### config.mk
export PLATFORM = sky130hd
export DESIGN_NAME = lfsr_prbs_gen_flat
export DESIGN_NICKNAME = d
export VERILOG_FILES = /design/src/rtl/lfsr_prbs_gen_if.sv /design/src/rtl/lfsr_prbs_gen.sv /design/src/flat_wrapper.sv
export SDC_FILE = /design/constraint.sdc
export NUM_CORES = 1
export LEC_CHECK = 0
export ABC_CLOCK_PERIOD_IN_PS = 2400
export CORE_MARGIN = 3
export CORE_UTILIZATION = 35
export CTS_BUF_LIST = sky130_fd_sc_hd__clkbuf_8
export CTS_CLUSTER_SIZE = 14
export DETAILED_ROUTE_END_ITERATION = 7
export PLACE_DENSITY_LB_ADDON = 0.12
export SLEW_MARGIN = 20
export SYNTH_ARGS = -nofsm -noshare
export SYNTH_HDL_FRONTEND = slang
export SYNTH_SLANG_ARGS = --single-unit
### constraint.sdc
create_clock -name clk -period 2.4 [get_ports clk]
set_input_delay 0.36 -clock clk [delete_from_list [all_inputs] [get_ports clk]]
set_output_delay 0.36 -clock clk [all_outputs]
set_load 0.01 [all_outputs]
### src/rtl/lfsr_prbs_gen_if.sv
// rtl/lfsr_prbs_gen_if.sv - control/data bundle for the LFSR PRBS generator
interface lfsr_prbs_gen_if #(
  parameter int WIDTH = 32
);
  logic             en;
  logic             load;
  logic [WIDTH-1:0] seed_in;
  logic [WIDTH-1:0] data_out;
  logic             valid_out;
  logic             seed_err;
  logic             wrap;
  logic [WIDTH-1:0] period_len;

  modport master (
    output en, load, seed_in,
    input  data_out, valid_out, seed_err, wrap, period_len
  );

  modport slave (
    input  en, load, seed_in,
    output data_out, valid_out, seed_err, wrap, period_len
  );
endinterface

### src/rtl/lfsr_prbs_gen.sv
// rtl/lfsr_prbs_gen.sv - Fibonacci/Galois LFSR PRBS generator with seed load
// Optional period measurement (wrap, period_len) under macro LFSR_PERIOD_CNT_EN.
module lfsr_prbs_gen #(
  parameter int               WIDTH = 32,
  parameter logic [WIDTH-1:0] TAPS  = WIDTH'(32'h80200003),
  parameter logic [WIDTH-1:0] SEED  = WIDTH'(1),
  parameter int               MODE  = 0
) (
  input logic             clk,
  input logic             rst,
  lfsr_prbs_gen_if.slave  bus
);
  localparam logic [WIDTH-1:0] ONE      = WIDTH'(1);
  localparam logic [WIDTH-1:0] RST_SEED = (SEED == '0) ? ONE : SEED;

  if (WIDTH < 3 || WIDTH > 32) begin : g_width_check
    $error("lfsr_prbs_gen: WIDTH must be in 3..32");
  end

  logic [WIDTH-1:0] state;
  logic [WIDTH-1:0] next_state;
  logic             fb;
  logic             valid_q;
  logic             seed_err_q;

  always_comb begin
    fb         = ^(state & TAPS);
    next_state = state;
    if (MODE == 0) begin
      next_state = {state[WIDTH-2:0], fb};
    end else begin
      next_state = state[0] ? ((state >> 1) ^ TAPS) : (state >> 1);
    end
  end

  // Load beats en; an all-zero seed is replaced by 1 so the LFSR cannot lock up.
  always_ff @(posedge clk or posedge rst) begin
    if (rst) begin
      state      <= RST_SEED;
      valid_q    <= 1'b0;
      seed_err_q <= 1'b0;
    end else begin
      valid_q    <= 1'b0;
      seed_err_q <= 1'b0;
      if (bus.load) begin
        if (bus.seed_in == '0) begin
          state      <= ONE;
          seed_err_q <= 1'b1;
        end else begin
          state <= bus.seed_in;
        end
      end else if (bus.en) begin
        state   <= next_state;
        valid_q <= 1'b1;
      end
    end
  end

  assign bus.data_out  = state;
  assign bus.valid_out = valid_q;
  assign bus.seed_err  = seed_err_q;

`ifdef LFSR_PERIOD_CNT_EN
  logic [WIDTH-1:0] start_seed;
  logic [WIDTH-1:0] step_cnt;
  logic [WIDTH-1:0] period_q;
  logic             wrap_q;

  // Period = steps taken to return to the most recent seed (reset or load).
  always_ff @(posedge clk or posedge rst) begin
    if (rst) begin
      start_seed <= RST_SEED;
      step_cnt   <= '0;
      period_q   <= '0;
      wrap_q     <= 1'b0;
    end else begin
      wrap_q <= 1'b0;
      if (bus.load) begin
        start_seed <= (bus.seed_in == '0) ? ONE : bus.seed_in;
        step_cnt   <= '0;
      end else if (bus.en) begin
        if (next_state == start_seed) begin
          wrap_q   <= 1'b1;
          period_q <= step_cnt + ONE;
          step_cnt <= '0;
        end else if (step_cnt != '1) begin
          step_cnt <= step_cnt + ONE;
        end
      end
    end
  end

  assign bus.wrap       = wrap_q;
  assign bus.period_len = period_q;
`else
  assign bus.wrap       = 1'b0;
  assign bus.period_len = '0;
`endif
endmodule

### src/flat_wrapper.sv
// flat-port wrapper written by rule: the top's interface ports become plain ports
module lfsr_prbs_gen_flat 
#(
  parameter int               WIDTH = 32,
  parameter logic [WIDTH-1:0] TAPS  = WIDTH'(32'h80200003),
  parameter logic [WIDTH-1:0] SEED  = WIDTH'(1),
  parameter int               MODE  = 0
)
  (clk, rst, bus_en, bus_load, bus_seed_in, bus_data_out, bus_valid_out, bus_seed_err, bus_wrap, bus_period_len);
  lfsr_prbs_gen_if #(.WIDTH(WIDTH)) bus_i ();
  input logic clk;
  input logic rst;
  input wire logic [$bits(bus_i.en)-1:0] bus_en;
  input wire logic [$bits(bus_i.load)-1:0] bus_load;
  input wire logic [$bits(bus_i.seed_in)-1:0] bus_seed_in;
  output wire logic [$bits(bus_i.data_out)-1:0] bus_data_out;
  output wire logic [$bits(bus_i.valid_out)-1:0] bus_valid_out;
  output wire logic [$bits(bus_i.seed_err)-1:0] bus_seed_err;
  output wire logic [$bits(bus_i.wrap)-1:0] bus_wrap;
  output wire logic [$bits(bus_i.period_len)-1:0] bus_period_len;
  assign bus_i.en = bus_en;
  assign bus_i.load = bus_load;
  assign bus_i.seed_in = bus_seed_in;
  assign bus_data_out = bus_i.data_out;
  assign bus_valid_out = bus_i.valid_out;
  assign bus_seed_err = bus_i.seed_err;
  assign bus_wrap = bus_i.wrap;
  assign bus_period_len = bus_i.period_len;
  lfsr_prbs_gen #(.WIDTH(WIDTH), .TAPS(TAPS), .SEED(SEED), .MODE(MODE)) u_core (.clk(clk), .rst(rst), .bus(bus_i));
endmodule
* Yosys cells after proc, flatten, opt, wreduce, memory -nomap -nowiden
Cells that the tools add are included.
** Word-level totals
- Input bits :: 36
- Bits in registers :: 34
** Operators by class
- Multiplexer cells :: 7
- Reduce and logical (&&, ||, !) cells :: 3
** Operators by type and width (number)
- $mux 32 :: 3
- $logic_not 32->1 :: 1
- $reduce_xor 32->1 :: 1
- $mux 1 :: 4
- $reduce_bool 2->1 :: 1

* Logic depth before layout (Yosys ltp)
Gate-level depths: netlist of run 1.
- Depth in word-level cells :: 3
- Gate-level depth with buffers :: 4
- Mapped depth without buffers :: 4

* Worst setup path before layout of run 1
OpenSTA, ideal clock, no wires.
- Path type :: register to register
- From :: reg u_core.state[21], in the netlist u_core.bus.data_out[21]
- To :: reg u_core.state[0], in the netlist u_core.bus.data_out[0]
- Required time :: 2.332 ns
- Stages on the path, launching flop included :: 4
- Slack :: 1.147 ns
- Data arrival time :: 1.185 ns
- Path buffers :: 0
- Path through :: dfrtp_1 or4b_1 a21oi_1 nand4bb_1
** On the way
- Word-level cells in the longest chain between the ends :: 3
** RTL lines
- start: declaration :: line lfsr_prbs_gen.sv:20 : logic [WIDTH-1:0] state;
- start signal: assignment :: line lfsr_prbs_gen.sv:50 : state <= bus.seed_in;
- start signal: assignment :: line lfsr_prbs_gen.sv:53 : state <= next_state;
- $reduce_xor 32->1 :: line lfsr_prbs_gen.sv:27 : fb = ^(state & TAPS);
- $mux 32 :: line lfsr_prbs_gen.sv:52 : end else if (bus.en) begin
- $mux 32 :: line lfsr_prbs_gen.sv:45 : if (bus.load) begin
No other way between the ends. The select of a mux whose other input is x is not followed.
A chain may end at the register's enable or synchronous reset.

* Worst setup path after layout of run 1
- From :: reg u_core.state[0], in the netlist u_core.bus.data_out[0]
- To :: out bus_data_out[0]
** RTL lines
- end: declaration :: line flat_wrapper.sv:16 : output wire logic [$bits(bus_i.data_out)-1:0] bus_data_out;
No word-level cell between the ends.

==> run_results.csv, run 1 <==
group,metric,value,unit
cts,cts_resized,0,
synth,synth_flop_cell,"dfrtp_1",
final_layout,nFillCells,492,
power_and_ir_drop,design_power_total,1.52,mW
min_path,hold_class,"input pin to async pin",
timing,setup_ws,0.613,ns
die,row_count,26,
synth,yosysTopAreaCellShare,0.435,
worst_setup_path,critPathRequiredTime,2.04,ns
synth,synth_common_cells,"buf_4, dfrtp_1, o21ai_0, mux2i_1, nand2_1",
synth,yosysMostFrequentCell,"buf_4",
worst_setup_path,cp_slowest_cell,"dfstp_2",
timing,finalSetupTns,0,ns
global_routing,antenna_found_initial,0,
final_layout,fin_cells,334,
global_routing,first_global_vias,1439,
job,maxCapViolCount,0,
timing,skew,0.00630,ns
placed_design,place_area,2520,sq um
synth,synthesis.instances,195,
cts,clk_pin_slew_worst_paths,0.07,ns
die,die_area,6350,sq um
timing,drv_slew,0,
synth,syn-cell-area,1900,sq um
detailed_routing,wire_per_inst,13.3,um
timing,fin_crit,1.79,ns
worst_setup_path,crit_family,"flip-flops",
cts,clk_path_buf_depth,2,
timing,setup_viol,0,
worst_setup_path,crit_fanout,7,
synth,synth_seq_area_share,0.449,
detailed_routing,wl,4440,um
die,die_height,79.7,um
timing,finalCritPeriodShare,0.745,
global_routing,grt_usage,0.144,
placed_design,dpl.hpwl,3300,um
timing,worst_hold_slack,0.470,ns
cts,clock_sinks,34,
synth,syn_area_per_cell,9.74,sq um
final_layout,final_nets,299,
worst_setup_path,max_stage_delay,0.58,ns
worst_setup_path,crit_cells,1,
synth,synth_edf_count,0,
timing,hold_violations,0,
cts,cts_post_setup_buffers_inserted,0,
placed_design,port_buffers,69,
final_layout,area_growth,37.5,%
final_layout,layout-drive-gt1-share,0.0606,
synth,ys_ff_latch,34,
synth,ys_async_sr_fraction,1.00,
worst_setup_path,r2r_cells,3,
worst_setup_path,critPathKind,"register to output port",
power_and_ir_drop,leakagePower,1.18,nW
timing,maxSlewHeadroom,0.499,
die,pin_count,103,
cts,postCtsHoldBufs,0,
detailed_routing,dr_total_vias,1492,
global_routing,grt_max_degree,52,
cts,clock-root-buffer,"clkbuf_8",
worst_setup_path,crit_path_end_kind,"output port",
power_and_ir_drop,ir_drop,271,uV
worst_setup_path,arrival,1.43,ns
final_layout,fin_area,2610,sq um
timing,fmax,0.560,GHz
die,core_area,5170,sq um
die,die_x,79.7,um
run_status,outcome,"complete, no violations",
worst_setup_path,path_buf_inv,1,
synth,synthTopCellsByArea,"dfrtp_1, mux2i_1, buf_4",
cts,htreeDepth,2,
global_routing,grt.overflow.total,0,
cts,cts_buffers,5,
detailed_routing,drc_errors,0,
synth,synth_top_area_cell,"dfrtp_1",
power_and_ir_drop,power_density,580,nW/um^2
detailed_routing,vias_per_cell,4.47,
detailed_routing,drt_iter0_markers,51,
worst_setup_path,crit_path_start_kind,"register",
die,initial_core_util,0.367,
timing,rsz0062_at_grt,"false",
final_layout,antenna_cells,0,
global_routing,grt_pass1_wl,7060,um
placed_design,place_inst,326,
worst_setup_path,crit_chain,"clkdlybuf4s50_1",
detailed_routing,drtPass1Iterations,4,
detailed_routing,ant_nets,0,
synth,ys_warn_count,0,
cts,worstSkewPairLatency,0.28,ns
placed_design,gp_congestion,0.720,
placed_design,dp_slack,0.567,ns
cts,cts_tree,"done",
final_layout,fin_util,0.505,
timing,tightest_slew,0.751,ns
synth,yosysUniqueCellTypes,23,
[registers in the layout, summed over array words and instances (netlist names)]
signal                cells
u_core.bus.valid_out      1
u_core.bus.data_out      32
u_core.bus.seed_err       1
[where the power goes]
part | total (mW) | internal, mW | switching, mW
combinational | 0.390 | 0.218 | 0.172
clock | 0.435 | 0.227 | 0.208
sequential | 0.690 | 0.636 | 0.0542
[placed cells by master (no fill, tap or decap)]
cell type	instances
xnor2_1	1
nand3_1	1
nand4_1	1
inv_1	2
clkdlybuf4s50_1	67
buf_4	4
o21ai_0	31
nand3b_1	2
buf_2	2
mux2i_1	30
a21oi_1	2
dfstp_2	1
nor3_1	2
nor3b_1	2
nand4bb_1	1
nand2_1	30
nor2b_1	1
conb_1	33
nor4bb_1	1
mux2_2	2
nor4_1	7
dfrtp_1	33
clkbuf_8	6
clkinv_2	1
or4b_1	1
[cell type report]
| cell class | count | area (sq um) | share of cell area |
|---|---|---|---|
| repair buffers | 73 | 711 | 0.272 |
| clock inverters | 2 | 8.76 | 0.00335 |
| well taps | 70 | 87.6 | 0.0335 |
| inverters | 1 | 3.75 | 0.00144 |
| flip-flops and latches | 34 | 852 | 0.326 |
| multi-input cells | 148 | 866 | 0.332 |
| clock buffers | 6 | 82.6 | 0.0316 |
[cells by family after synthesis]
group | Yosys count | synth area share
flip-flops | 34 | 0.449
XOR/XNOR | 1 | 0.00461
other | 1 | 0.00197
AND/OR/NAND/NOR | 49 | 0.129
multiplexers | 32 | 0.170
AO/OA/AOI/OAI | 33 | 0.0870
buffers and inverters | 45 | 0.159
[routing by layer]
metal  share of wire  track usage
met5               0            0
met4           0.014       0.0670
met3           0.080       0.0339
met2            0.44        0.204
met1            0.47        0.207
[worst paths after layout]
kind / from / slack (ns) / to
worst min-delay path: rst / 0.47 / u_core.bus.data_out[19]$_DFFE_PP0P_
worst min register to register: u_core.bus.data_out[29]$_DFFE_PP0P_ / 0.60 / u_core.bus.data_out[29]$_DFFE_PP0P_
worst max register to register: u_core.bus.data_out[21]$_DFFE_PP0P_ / 1.11 / u_core.bus.data_out[0]$_DFFE_PP1P_
worst max-delay path: u_core.bus.data_out[0]$_DFFE_PP1P_ / 0.61 / bus_data_out[0]
max in group asynchronous: rst / 1.58 / u_core.bus.data_out[0]$_DFFE_PP1P_
min in group clk: bus_en / 0.59 / u_core.bus.data_out[24]$_DFFE_PP0P_
Power figures use the tool's default switching activity.
==> inputs of run 2 (changes only) <==
Settings changed: ABC_CLOCK_PERIOD_IN_PS 2400 to 1800.
Clock period 2.4 ns to 1.8 ns, I/O delays scaled along.
==> run 2 against run 1 <==
Net effect:
- sequential power rose by 33%
- global-route usage fell by 0.079 points
- clock skew barely moved
- critical path depth did not move
- power rose by 29%
- sequential cell count did not move
- highest routed layer unchanged
==> run_results.csv, run 2 (synthesis gave the netlist of run 1 again) <==
group,metric,value,unit
run_status,outcome,"complete, no violations",
detailed_routing,drt_iter0_markers,27,
placed_design,dpl.hpwl,3360,um
worst_setup_path,max_stage_delay,0.58,ns
placed_design,place_area,2530,sq um
die,core_area,5170,sq um
final_layout,fin_util,0.504,
die,die_area,6350,sq um
global_routing,grt.overflow.total,0,
cts,postCtsHoldBufs,0,
final_layout,fin_area,2610,sq um
power_and_ir_drop,pwr-share-seq,0.470,
detailed_routing,dr_total_vias,1520,
timing,finalCritPeriodShare,0.942,
final_layout,largest_reg_flops,32,
timing,drv_slew,0,
cts,cts_buffers,5,
detailed_routing,vias_per_cell,4.54,
global_routing,grt_max_degree,35,
worst_setup_path,timing.rr.start,"u_core.bus.data_out[21]$_DFFE_PP0P_",
detailed_routing,wl,4460,um
worst_setup_path,r2r_slack,0.52,ns
power_and_ir_drop,swShare,0.287,
power_and_ir_drop,clkPwrFrac,0.264,
worst_setup_path,crit_chain,"clkdlybuf4s50_1",
cts,cts_resized,0,
cts,clock-root-buffer,"clkbuf_8",
power_and_ir_drop,combPwrFrac,0.266,
timing,setup_viol,0,
cts,cts_tree,"done",
die,initial_core_util,0.367,
power_and_ir_drop,design_power_total,1.96,mW
die,pin_count,103,
die,die_x,79.7,um
timing,fin_crit,1.70,ns
worst_setup_path,startpoint,"u_core.bus.data_out[0]$_DFFE_PP1P_",
worst_setup_path,cp_slowest_cell,"dfstp_2",
min_path,hold_class,"input pin to async pin",
worst_setup_path,crit_path_end_kind,"output port",
cts,clk_path_buf_depth,2,
power_and_ir_drop,p_int,1.40,mW
detailed_routing,ant_nets,0,
worst_setup_path,crit_fanout,7,
cts,clk_pin_slew_worst_paths,0.07,ns
detailed_routing,drc_errors,0,
final_layout,final_nets,300,
worst_setup_path,r2r_end,"u_core.bus.data_out[0]$_DFFE_PP1P_",
job,maxCapViolCount,0,
cts,cts_post_setup_buffers_inserted,0,
final_layout,area_growth,37.3,%
power_and_ir_drop,ir_drop,363,uV
worst_setup_path,critPathKind,"register to output port",
die,row_count,26,
final_layout,final_cell_mix,"clkdlybuf4s50_1, conb_1, dfrtp_1",
power_and_ir_drop,p_switching,0.562,mW
die,die_height,79.7,um
cts,htreeDepth,2,
cts,worstSkewPairLatency,0.28,ns
global_routing,first_global_vias,1467,
worst_setup_path,critPathRequiredTime,1.53,ns
detailed_routing,wire_per_inst,13.3,um
detailed_routing,drtPass1Iterations,4,
timing,rsz0062_at_grt,"false",
global_routing,antenna_found_initial,0,
worst_setup_path,arrival,1.43,ns
timing,hold_violations,0,
placed_design,port_buffers,69,
power_and_ir_drop,power_density,752,nW/um^2
final_layout,layout-drive-gt1-share,0.0566,
cts,clock_sinks,34,
placed_design,gp_congestion,0.732,
timing,fmax,0.590,GHz
global_routing,grt_usage,0.143,
worst_setup_path,path_buf_inv,1,
power_and_ir_drop,leakagePower,1.18,nW
timing,finalSetupTns,0,ns
timing,skew,0.00581,ns
final_layout,layout_commonest_cell,"clkdlybuf4s50_1",
final_layout,antenna_cells,0,
worst_setup_path,crit_family,"flip-flops",
global_routing,grt_pass1_wl,7020,um
worst_setup_path,r2r_cells,3,
worst_setup_path,crit_path_start_kind,"register",
[run 2: changes by cell type in the layout (fill, tap and decap cells not counted), sizes merged]
cell	before	now
clkinv	1	0
buf	6	7
inv	2	4
clkbuf	6	5
[run 2: how the worst max path moves through the flow]
stage / endpoint / cells past startpoint
2_1_floorplan: u_core.bus.data_out[0]$_DFFE_PP1P_ / 3
3_3_place_gp: u_core.bus.data_out[0]$_DFFE_PP1P_ / 5
3_5_place_dp: u_core.bus.data_out[0]$_DFFE_PP1P_ / 5
4_1_cts: bus_data_out[0] / 1
5_1_grt: bus_data_out[0] / 1
6_report: bus_data_out[0] / 1
[run 2: final cells by class]
class | count | area [sq um]
fillers | 489 | 2560
multi-input cells | 148 | 866
flip-flops and latches | 34 | 852
repair buffers | 74 | 718
well taps | 70 | 87.6
clock buffers | 5 | 68.8
clock inverters | 3 | 11.3
inverters | 1 | 3.75
[run 2: metrics by stage]
| step | hold slack, ns | setup WS (ns) | cells |
|---|---|---|---|
| global route | 0.434 | 0.0609 | 335 |
| finish | 0.388 | 0.104 | 335 |
| global placement | 0.585 | 0.108 | 327 |
| floorplan | 0.387 | 0.547 | 227 |
| detailed placement | 0.590 | 0.0748 | 327 |
| CTS | 0.397 | 0.0937 | 335 |
[run 2: layer usage]
metal,share of wire,up-vias,GRT usage
li1,-,741,-
met1,0.47,711,0.197
met2,0.44,63,0.211
met3,0.074,5,0.0350
met4,0.013,0,0.0670
met5,0,-,0
[run 2: power by group through the flow]
stage	clock network, mW	registers [mW]	logic (mW)
finish	0.518	0.921	0.521
global route	0.575	0.936	0.573
CTS	0.543	0.923	0.527
detailed placement	0	0.936	0.526
global placement	0	0.936	0.524
floorplan	0	0.960	0.254
==> inputs of run 3 (changes only) <==
Settings changed: CTS_CLUSTER_DIAMETER from default to 200.
==> results of run 3 <==
No change in the layout: final DEF, timing and power equal those of run 2.
